<file path="src/rtl/uart_rx_tx_fifo.sv">
// Parametrised UART: baud tick generator, TX serialiser, 16x oversampled RX with FIFO and sticky errors.
// Latency: RX word visible one cycle after its stop bit is sampled; TX line follows state with no extra delay.
// Backpressure: uart_tx_ready low while a frame is in flight; RX FIFO drops new words when full (overflow flag).

module sync_fifo #(
    parameter int WIDTH = 8,
    parameter int DEPTH = 4
) (
    input  logic             clk,
    input  logic             rst,
    input  logic             in_vld,
    input  logic [WIDTH-1:0] in_dat,
    output logic             in_rdy,
    output logic             out_vld,
    output logic [WIDTH-1:0] out_dat,
    input  logic             out_rdy
);
    localparam int AW = $clog2(DEPTH);
    localparam int CW = $clog2(DEPTH + 1);

    logic [WIDTH-1:0] mem [DEPTH];
    logic [AW-1:0]    rd_ptr;
    logic [AW-1:0]    wr_ptr;
    logic [CW-1:0]    count;
    logic             push;
    logic             pop;

    assign out_vld = (count != '0);
    assign pop     = out_vld && out_rdy;
    // A pop in the same cycle frees the slot, so a full FIFO can still accept.
    assign in_rdy  = (count != CW'(DEPTH)) || pop;
    assign push    = in_vld && in_rdy;
    assign out_dat = out_vld ? mem[rd_ptr] : '0;

    always_ff @(posedge clk) begin
        if (push) begin
            mem[wr_ptr] <= in_dat;
        end
    end

    always_ff @(posedge clk) begin
        if (rst) begin
            rd_ptr <= '0;
            wr_ptr <= '0;
            count  <= '0;
        end else begin
            if (push) begin
                wr_ptr <= wr_ptr + AW'(1);
            end
            if (pop) begin
                rd_ptr <= rd_ptr + AW'(1);
            end
            case ({push, pop})
                2'b10:   count <= count + CW'(1);
                2'b01:   count <= count - CW'(1);
                default: count <= count;
            endcase
        end
    end
endmodule

module uart_rx_tx_fifo #(
    parameter int DATA_BITS  = 8,
    parameter int CLK_FREQ   = 18_432_000,
    parameter int OVERSAMPLE = 16,
    parameter int FIFO_DEPTH = 4,
    parameter int PARITY_EN  = 0,
    parameter int PARITY_ODD = 0
) (
    input  logic                 clk_int,
    input  logic                 uart_reset,
    input  logic [1:0]           freq_control,
    input  logic [DATA_BITS-1:0] uart_tx_data,
    input  logic                 uart_tx_valid,
    output logic                 uart_tx_ready,
    output logic                 uart_tx_d_out,
    input  logic                 uart_rx_d_in,
    output logic [DATA_BITS-1:0] uart_rx_data,
    output logic                 uart_rx_valid,
    input  logic                 uart_rx_ready,
    output logic                 uart_rx_frame_err,
    output logic                 uart_rx_parity_err,
    output logic                 uart_rx_overflow,
    input  logic                 uart_err_clear
);
    function automatic int calc_div(input int baud);
        return (CLK_FREQ + (baud * OVERSAMPLE) / 2) / (baud * OVERSAMPLE);
    endfunction

    localparam int   DIV0   = calc_div(9600);
    localparam int   DIV1   = calc_div(19200);
    localparam int   DIV2   = calc_div(57600);
    localparam int   DIV3   = calc_div(115200);
    localparam int   CNT_W  = $clog2(DIV0 + 1);
    localparam int   OS_W   = $clog2(OVERSAMPLE);
    localparam int   BIT_W  = $clog2(DATA_BITS);
    localparam logic PAR_EN  = (PARITY_EN != 0);
    localparam logic PAR_ODD = (PARITY_ODD != 0);

    // ---------------- baud tick ----------------
    logic [1:0]       freq_q;
    logic [CNT_W-1:0] div_m1;
    logic [CNT_W-1:0] tick_cnt;
    logic             freq_chg;
    logic             tick;

    always_comb begin
        div_m1 = CNT_W'(DIV0 - 1);
        case (freq_control)
            2'b00: div_m1 = CNT_W'(DIV0 - 1);
            2'b01: div_m1 = CNT_W'(DIV1 - 1);
            2'b10: div_m1 = CNT_W'(DIV2 - 1);
            2'b11: div_m1 = CNT_W'(DIV3 - 1);
            default: div_m1 = CNT_W'(DIV0 - 1);
        endcase
    end

    assign freq_chg = (freq_control != freq_q);
    assign tick     = (tick_cnt == div_m1) && !freq_chg;

    always_ff @(posedge clk_int) begin
        if (uart_reset) begin
            freq_q   <= freq_control;
            tick_cnt <= '0;
        end else begin
            freq_q <= freq_control;
            if (freq_chg || tick) begin
                tick_cnt <= '0;
            end else begin
                tick_cnt <= tick_cnt + CNT_W'(1);
            end
        end
    end

    // ---------------- transmitter ----------------
    typedef enum logic [2:0] {TX_IDLE, TX_START, TX_DATA, TX_PARITY, TX_STOP} tx_state_t;

    tx_state_t            tx_state, tx_state_nxt;
    logic [OS_W-1:0]      tx_os_cnt, tx_os_cnt_nxt;
    logic [BIT_W-1:0]     tx_bit_cnt, tx_bit_cnt_nxt;
    logic [DATA_BITS-1:0] tx_shreg, tx_shreg_nxt;
    logic                 tx_par, tx_par_nxt;
    logic                 tx_os_end;

    assign tx_os_end = tick && (tx_os_cnt == OS_W'(OVERSAMPLE - 1));

    always_ff @(posedge clk_int) begin
        if (uart_reset) begin
            tx_state   <= TX_IDLE;
            tx_os_cnt  <= '0;
            tx_bit_cnt <= '0;
            tx_shreg   <= '0;
            tx_par     <= 1'b0;
        end else begin
            tx_state   <= tx_state_nxt;
            tx_os_cnt  <= tx_os_cnt_nxt;
            tx_bit_cnt <= tx_bit_cnt_nxt;
            tx_shreg   <= tx_shreg_nxt;
            tx_par     <= tx_par_nxt;
        end
    end

    always_comb begin
        tx_state_nxt   = tx_state;
        tx_os_cnt_nxt  = tx_os_cnt;
        tx_bit_cnt_nxt = tx_bit_cnt;
        tx_shreg_nxt   = tx_shreg;
        tx_par_nxt     = tx_par;
        uart_tx_ready  = 1'b0;
        uart_tx_d_out  = 1'b1;
        if (tick) begin
            tx_os_cnt_nxt = tx_os_end ? '0 : tx_os_cnt + OS_W'(1);
        end
        case (tx_state)
            TX_IDLE: begin
                uart_tx_ready  = 1'b1;
                tx_os_cnt_nxt  = '0;
                tx_bit_cnt_nxt = '0;
                if (uart_tx_valid) begin
                    tx_shreg_nxt = uart_tx_data;
                    tx_par_nxt   = (^uart_tx_data) ^ PAR_ODD;
                    tx_state_nxt = TX_START;
                end
            end
            TX_START: begin
                uart_tx_d_out = 1'b0;
                if (tx_os_end) begin
                    tx_state_nxt = TX_DATA;
                end
            end
            TX_DATA: begin
                uart_tx_d_out = tx_shreg[0];
                if (tx_os_end) begin
                    tx_shreg_nxt   = tx_shreg >> 1;
                    tx_bit_cnt_nxt = tx_bit_cnt + BIT_W'(1);
                    if (tx_bit_cnt == BIT_W'(DATA_BITS - 1)) begin
                        tx_state_nxt = PAR_EN ? TX_PARITY : TX_STOP;
                    end
                end
            end
            TX_PARITY: begin
                uart_tx_d_out = tx_par;
                if (tx_os_end) begin
                    tx_state_nxt = TX_STOP;
                end
            end
            TX_STOP: begin
                if (tx_os_end) begin
                    tx_state_nxt = TX_IDLE;
                end
            end
            default: tx_state_nxt = TX_IDLE;
        endcase
    end

    // ---------------- receiver ----------------
    typedef enum logic [2:0] {RX_IDLE, RX_START, RX_DATA, RX_PARITY, RX_STOP, RX_WAIT_HIGH} rx_state_t;

    rx_state_t            rx_state, rx_state_nxt;
    logic [OS_W-1:0]      rx_os_cnt, rx_os_cnt_nxt;
    logic [BIT_W-1:0]     rx_bit_cnt, rx_bit_cnt_nxt;
    logic [DATA_BITS-1:0] rx_shreg, rx_shreg_nxt;
    logic                 rx_sync1, rx_sync2, rx_prev;
    logic                 rx_fall;
    logic                 rx_os_end;
    logic                 rx_half_end;
    logic                 rx_push;
    logic                 frame_set;
    logic                 parity_set;
    logic                 overflow_set;
    logic                 fifo_in_rdy;

    assign rx_fall     = rx_prev && !rx_sync2;
    assign rx_os_end   = tick && (rx_os_cnt == OS_W'(OVERSAMPLE - 1));
    assign rx_half_end = tick && (rx_os_cnt == OS_W'(OVERSAMPLE / 2 - 1));

    always_ff @(posedge clk_int) begin
        if (uart_reset) begin
            rx_sync1   <= 1'b1;
            rx_sync2   <= 1'b1;
            rx_prev    <= 1'b1;
            rx_state   <= RX_IDLE;
            rx_os_cnt  <= '0;
            rx_bit_cnt <= '0;
            rx_shreg   <= '0;
        end else begin
            rx_sync1   <= uart_rx_d_in;
            rx_sync2   <= rx_sync1;
            rx_prev    <= rx_sync2;
            rx_state   <= rx_state_nxt;
            rx_os_cnt  <= rx_os_cnt_nxt;
            rx_bit_cnt <= rx_bit_cnt_nxt;
            rx_shreg   <= rx_shreg_nxt;
        end
    end

    always_comb begin
        rx_state_nxt   = rx_state;
        rx_os_cnt_nxt  = rx_os_cnt;
        rx_bit_cnt_nxt = rx_bit_cnt;
        rx_shreg_nxt   = rx_shreg;
        rx_push        = 1'b0;
        frame_set      = 1'b0;
        parity_set     = 1'b0;
        if (tick) begin
            rx_os_cnt_nxt = rx_os_end ? '0 : rx_os_cnt + OS_W'(1);
        end
        case (rx_state)
            RX_IDLE: begin
                rx_os_cnt_nxt  = '0;
                rx_bit_cnt_nxt = '0;
                if (rx_fall) begin
                    rx_state_nxt = RX_START;
                end
            end
            RX_START: begin
                // Half a bit in: re-check the line to reject glitches, then align to mid-bit.
                if (rx_half_end) begin
                    rx_os_cnt_nxt = '0;
                    rx_state_nxt  = rx_sync2 ? RX_IDLE : RX_DATA;
                end
            end
            RX_DATA: begin
                if (rx_os_end) begin
                    rx_shreg_nxt   = {rx_sync2, rx_shreg[DATA_BITS-1:1]};
                    rx_bit_cnt_nxt = rx_bit_cnt + BIT_W'(1);
                    if (rx_bit_cnt == BIT_W'(DATA_BITS - 1)) begin
                        rx_state_nxt = PAR_EN ? RX_PARITY : RX_STOP;
                    end
                end
            end
            RX_PARITY: begin
                if (rx_os_end) begin
                    parity_set   = ((^rx_shreg) ^ PAR_ODD) != rx_sync2;
                    rx_state_nxt = RX_STOP;
                end
            end
            RX_STOP: begin
                if (rx_os_end) begin
                    if (rx_sync2) begin
                        rx_push      = 1'b1;
                        rx_state_nxt = RX_IDLE;
                    end else begin
                        frame_set    = 1'b1;
                        rx_state_nxt = RX_WAIT_HIGH;
                    end
                end
            end
            RX_WAIT_HIGH: begin
                rx_os_cnt_nxt = '0;
                if (rx_sync2) begin
                    rx_state_nxt = RX_IDLE;
                end
            end
            default: rx_state_nxt = RX_IDLE;
        endcase
    end

    sync_fifo #(
        .WIDTH (DATA_BITS),
        .DEPTH (FIFO_DEPTH)
    ) u_rx_fifo (
        .clk     (clk_int),
        .rst     (uart_reset),
        .in_vld  (rx_push),
        .in_dat  (rx_shreg),
        .in_rdy  (fifo_in_rdy),
        .out_vld (uart_rx_valid),
        .out_dat (uart_rx_data),
        .out_rdy (uart_rx_ready)
    );

    assign overflow_set = rx_push && !fifo_in_rdy;

    // Sticky flags: a set in the same cycle as a clear wins.
    always_ff @(posedge clk_int) begin
        if (uart_reset) begin
            uart_rx_frame_err  <= 1'b0;
            uart_rx_parity_err <= 1'b0;
            uart_rx_overflow   <= 1'b0;
        end else begin
            uart_rx_frame_err  <= frame_set    || (uart_rx_frame_err  && !uart_err_clear);
            uart_rx_parity_err <= parity_set   || (uart_rx_parity_err && !uart_err_clear);
            uart_rx_overflow   <= overflow_set || (uart_rx_overflow   && !uart_err_clear);
        end
    end
endmodule

</file>
<file path="config.mk">
export PLATFORM = sky130hd
export DESIGN_NAME = uart_rx_tx_fifo
export DESIGN_NICKNAME = d
export VERILOG_FILES = /design/src/rtl/uart_rx_tx_fifo.sv
export SDC_FILE = /design/constraint.sdc
export NUM_CORES = 1
export LEC_CHECK = 0
export BUFFER_PORTS_ARGS = -buffer_cell sky130_fd_sc_hd__buf_4
export CAP_MARGIN = 10
export CORE_AREA = 2 2 106 108
export CTS_BUF_LIST = sky130_fd_sc_hd__clkbuf_8
export CTS_CLUSTER_SIZE = 30
export DETAILED_ROUTE_END_ITERATION = 16
export DIE_AREA = 0 0 108 110
export PLACE_DENSITY = 0.61
export RECOVER_POWER = 50
export SETUP_SLACK_MARGIN = 0.2
export SLEW_MARGIN = 20
export SYNTH_ARGS = -nofsm -noshare
export SYNTH_HDL_FRONTEND = slang
export SYNTH_SLANG_ARGS = --single-unit
</file>
<file path="constraint.sdc">
create_clock -name clk_int -period 6.3 [get_ports clk_int]
set_input_delay 0.63 -clock clk_int [delete_from_list [all_inputs] [get_ports clk_int]]
set_output_delay 0.63 -clock clk_int [all_outputs]
set_load 0.02 [all_outputs]
</file>
==> results.cfg <==
[sta]
hold_slack_ps = 419
worst_pin_slew_ps = 2150
fin_setup_tns_ps = 0
slew_headroom_pct = -43.3
fmax_mhz = 284
hold_viol_final = 0
rsz0062_at_grt = false
setup_viol = 0
finalCritPeriodShare_pct = 56.0
skew_ps = 9.25
period_minus_slack_ps = 3530
drv_slew = 52

[logic_synthesis]
ys_warn_count = 0
synth_ff_type = dfxtp_1
async_reset_ff_share_pct = 0
ys_ff_latch = 93
yosysTopAreaCellShare_pct = 28.9
syn_nets = 427
synth_area_um2 = 4230
synth.distinct_cells = 54
yosys.area.top_type = dfxtp_1
seq_area_frac_synth_pct = 51.6
syn-instance-count = 398
synth-edff-count = 32
syn_avg_cell_area_um2 = 10.6
synthTopCellsByArea = dfxtp_1 29%, edfxtp_1 23%, xnor2_1 4.4%

[worst_setup_path]
worstPathMaxFanout = 15
cp.arrival_ps = 3780
worst_setup_path_start_kind = input port
cp_data_required_time_ps = 6560
crit_type = input port to flop
critPathCaptureType = flop

[cells_and_area]
layout-drive-gt1-share_pct = 12.3
area_growth_pct = 11.5
finish.utilization_pct = 44.0
layout_commonest_cell = dfxtp_1
diodes = 0
finalNetCount = 447
layout_common_cells = 61 x dfxtp_1, 47 x nor2_1, 32 x edfxtp_1
fin_area_um2 = 4710

[routing]
dr.first_iter.drc_count = 119
vias = 2886
first_pass_iters = 4
post_drt_wl_per_cell_um = 13.8
totalWireLength_um = 7780
drcViolationCount = 0
routed_via_density = 5.13
ant_nets = 0

[power]
p_seq_share_pct = 56.3
clockPowerShare_pct = 37.2
combinationalPowerShare_pct = 6.5
switching_share_pct = 22.3
peakVddDrop_uv = 117
cellInternalPower_uw = 877
pwr_density_cell_nw_per_um2 = 240
p_sw_uw = 252
leakage_uw = 0.00180

[global_route]
grt_pass1_wl_um = 13200
grt_usage_pct = 14.3
overflow = 0
antenna_found_initial = 0
first_global_vias = 2703
grt_max_degree = 52

[clocking]
ctsHoldBuffers = 0
clockBufferDepth = 2
cts_setup_buffers = 0
ctsResizeCount = 0
tritoncts = yes
root_buffer = clkbuf_8
clk_pin_slew_ps = 90
clock_latency_ps = 350
h-tree-depth = 3
cts_buffers = 9
clkSinkCount = 93

[floorplanning]
die_w_um = 108
io_pins = 30
die_h_um = 110
core_area_um2 = 10700
die_area_um2 = 11900
start_util_pct = 39.5
row_count = 38

[flow_run]
drv_cap = 1

[placed_design]
port_buffers = 29
hpwl_um = 5340
routabilityCongestion = 0.833
placed_area_um2 = 4540

[hold_path]
hp-class = flop to flop

[run_status]
violations = max-capacitance violations, max-slew violations
status = finished with violations
==> power by group through the flow <==
stage / clock (µW) / sequential [µW] / combinational (µW)
6_report: 420 / 635 / 73.8
3_5_place_dp: 0 / 649 / 75.2
5_1_grt: 456 / 637 / 83.1
4_1_cts: 432 / 635 / 75.6
2_1_floorplan: 0 / 642 / 59.8
3_3_place_gp: 0 / 649 / 74.4
==> metrics by stage <==
stage,setup slack (ps),std cells,total power (µW)
after floorplan,3510,398,702
after global placement,2860,547,724
after detailed placement,2740,547,724
after CTS,3070,563,1140
after global routing,2400,563,1180
final,2770,563,1130
==> metal layers <==
layer  track usage (%)  routed length (µm)  vias up  part of all wire, %
met1              18.3                3620     1373                   47
met4              6.87                 156        0                  2.0
met5                 0                   0        -                    0
met2              23.8                3800       45                   49
met3              2.12                 200       10                  2.6
li1                  -                   -     1458                    -
==> state kept, by name, indices dropped and copies added (netlist names), named ones only <==
register            count
rx_prev                 1
rx_state                3
tx_par                  1
rx_os_cnt               4
rx_bit_cnt              3
u_rx_fifo.rd_ptr        2
uart_rx_overflow        1
u_rx_fifo.mem          32
tx_os_cnt               4
u_rx_fifo.count         3
tx_shreg                8
u_rx_fifo.wr_ptr        2
tx_bit_cnt              3
rx_sync2                1
tick_cnt                7
freq_q                  2
rx_sync1                1
uart_rx_frame_err       1
uart_rx_parity_err      1
tx_state                3
rx_shreg                8
==> cell usage after synthesis, drive strengths merged (3+ instances only) <==
master	count
nand3b	3
nand3	17
mux2i	10
nand2	29
buf	4
nand4	4
nand2b	7
inv	14
mux4	8
edfxtp	32
a21o	3
xor2	10
clkbuf	16
or2	5
a21oi	15
or3	5
dfxtp	61
xnor2	21
o21ai	11
nor2	47
ha	12
a311oi	7
nor3	6
and2	14
==> logic make-up (layout without fill, tap and decap cells) <==
kind of cell	Yosys count	in the layout	share of synthesized area (%)
buffers and inverters	34	59	3.26
muxes	18	18	6.63
DFF	93	93	51.6
and+or+nand+nor	152	152	18.2
xor gates and xnor gates	31	31	6.42
AOI/OAI and AO/OA	57	57	9.88
adders and majority gates	13	13	4.02
==> final cells by class <==
class                   count  area (µm²)
fillers                  1035        5990
clock inverters             7        83.8
clock buffers               9         124
well taps                 140         175
repair buffers             29         191
flip-flops and latches     93        2180
inverters                  14        52.6
multi-input cells         271        1900
==> worst paths after layout <==
| check | slack, ps | start | to | cells past startpoint |
|---|---|---|---|---|
| setup / recovery | 2770 | freq_control[1] | u_rx_fifo.count[2] | 12 |
| hold / removal | 420 | rx_sync1 | rx_sync2 | 1 |
| setup reg to reg | 2890 | tick_cnt[2] | u_rx_fifo.count[2] | 11 |
| hold reg to reg | 420 | rx_sync1 | rx_sync2 | 1 |
==> critical path, stage by stage <==
cell	delay (ps)
clkbuf_1	210
nor2_1	130
o41ai_4	340
nand4bb_1	540
nor3_1	840
inv_1	100
ha_1	230
inv_1	80
fa_1	180
xor2_1	70
or3_1	300
a21oi_1	130
Note: power is estimated with default switching activity, not from simulation.
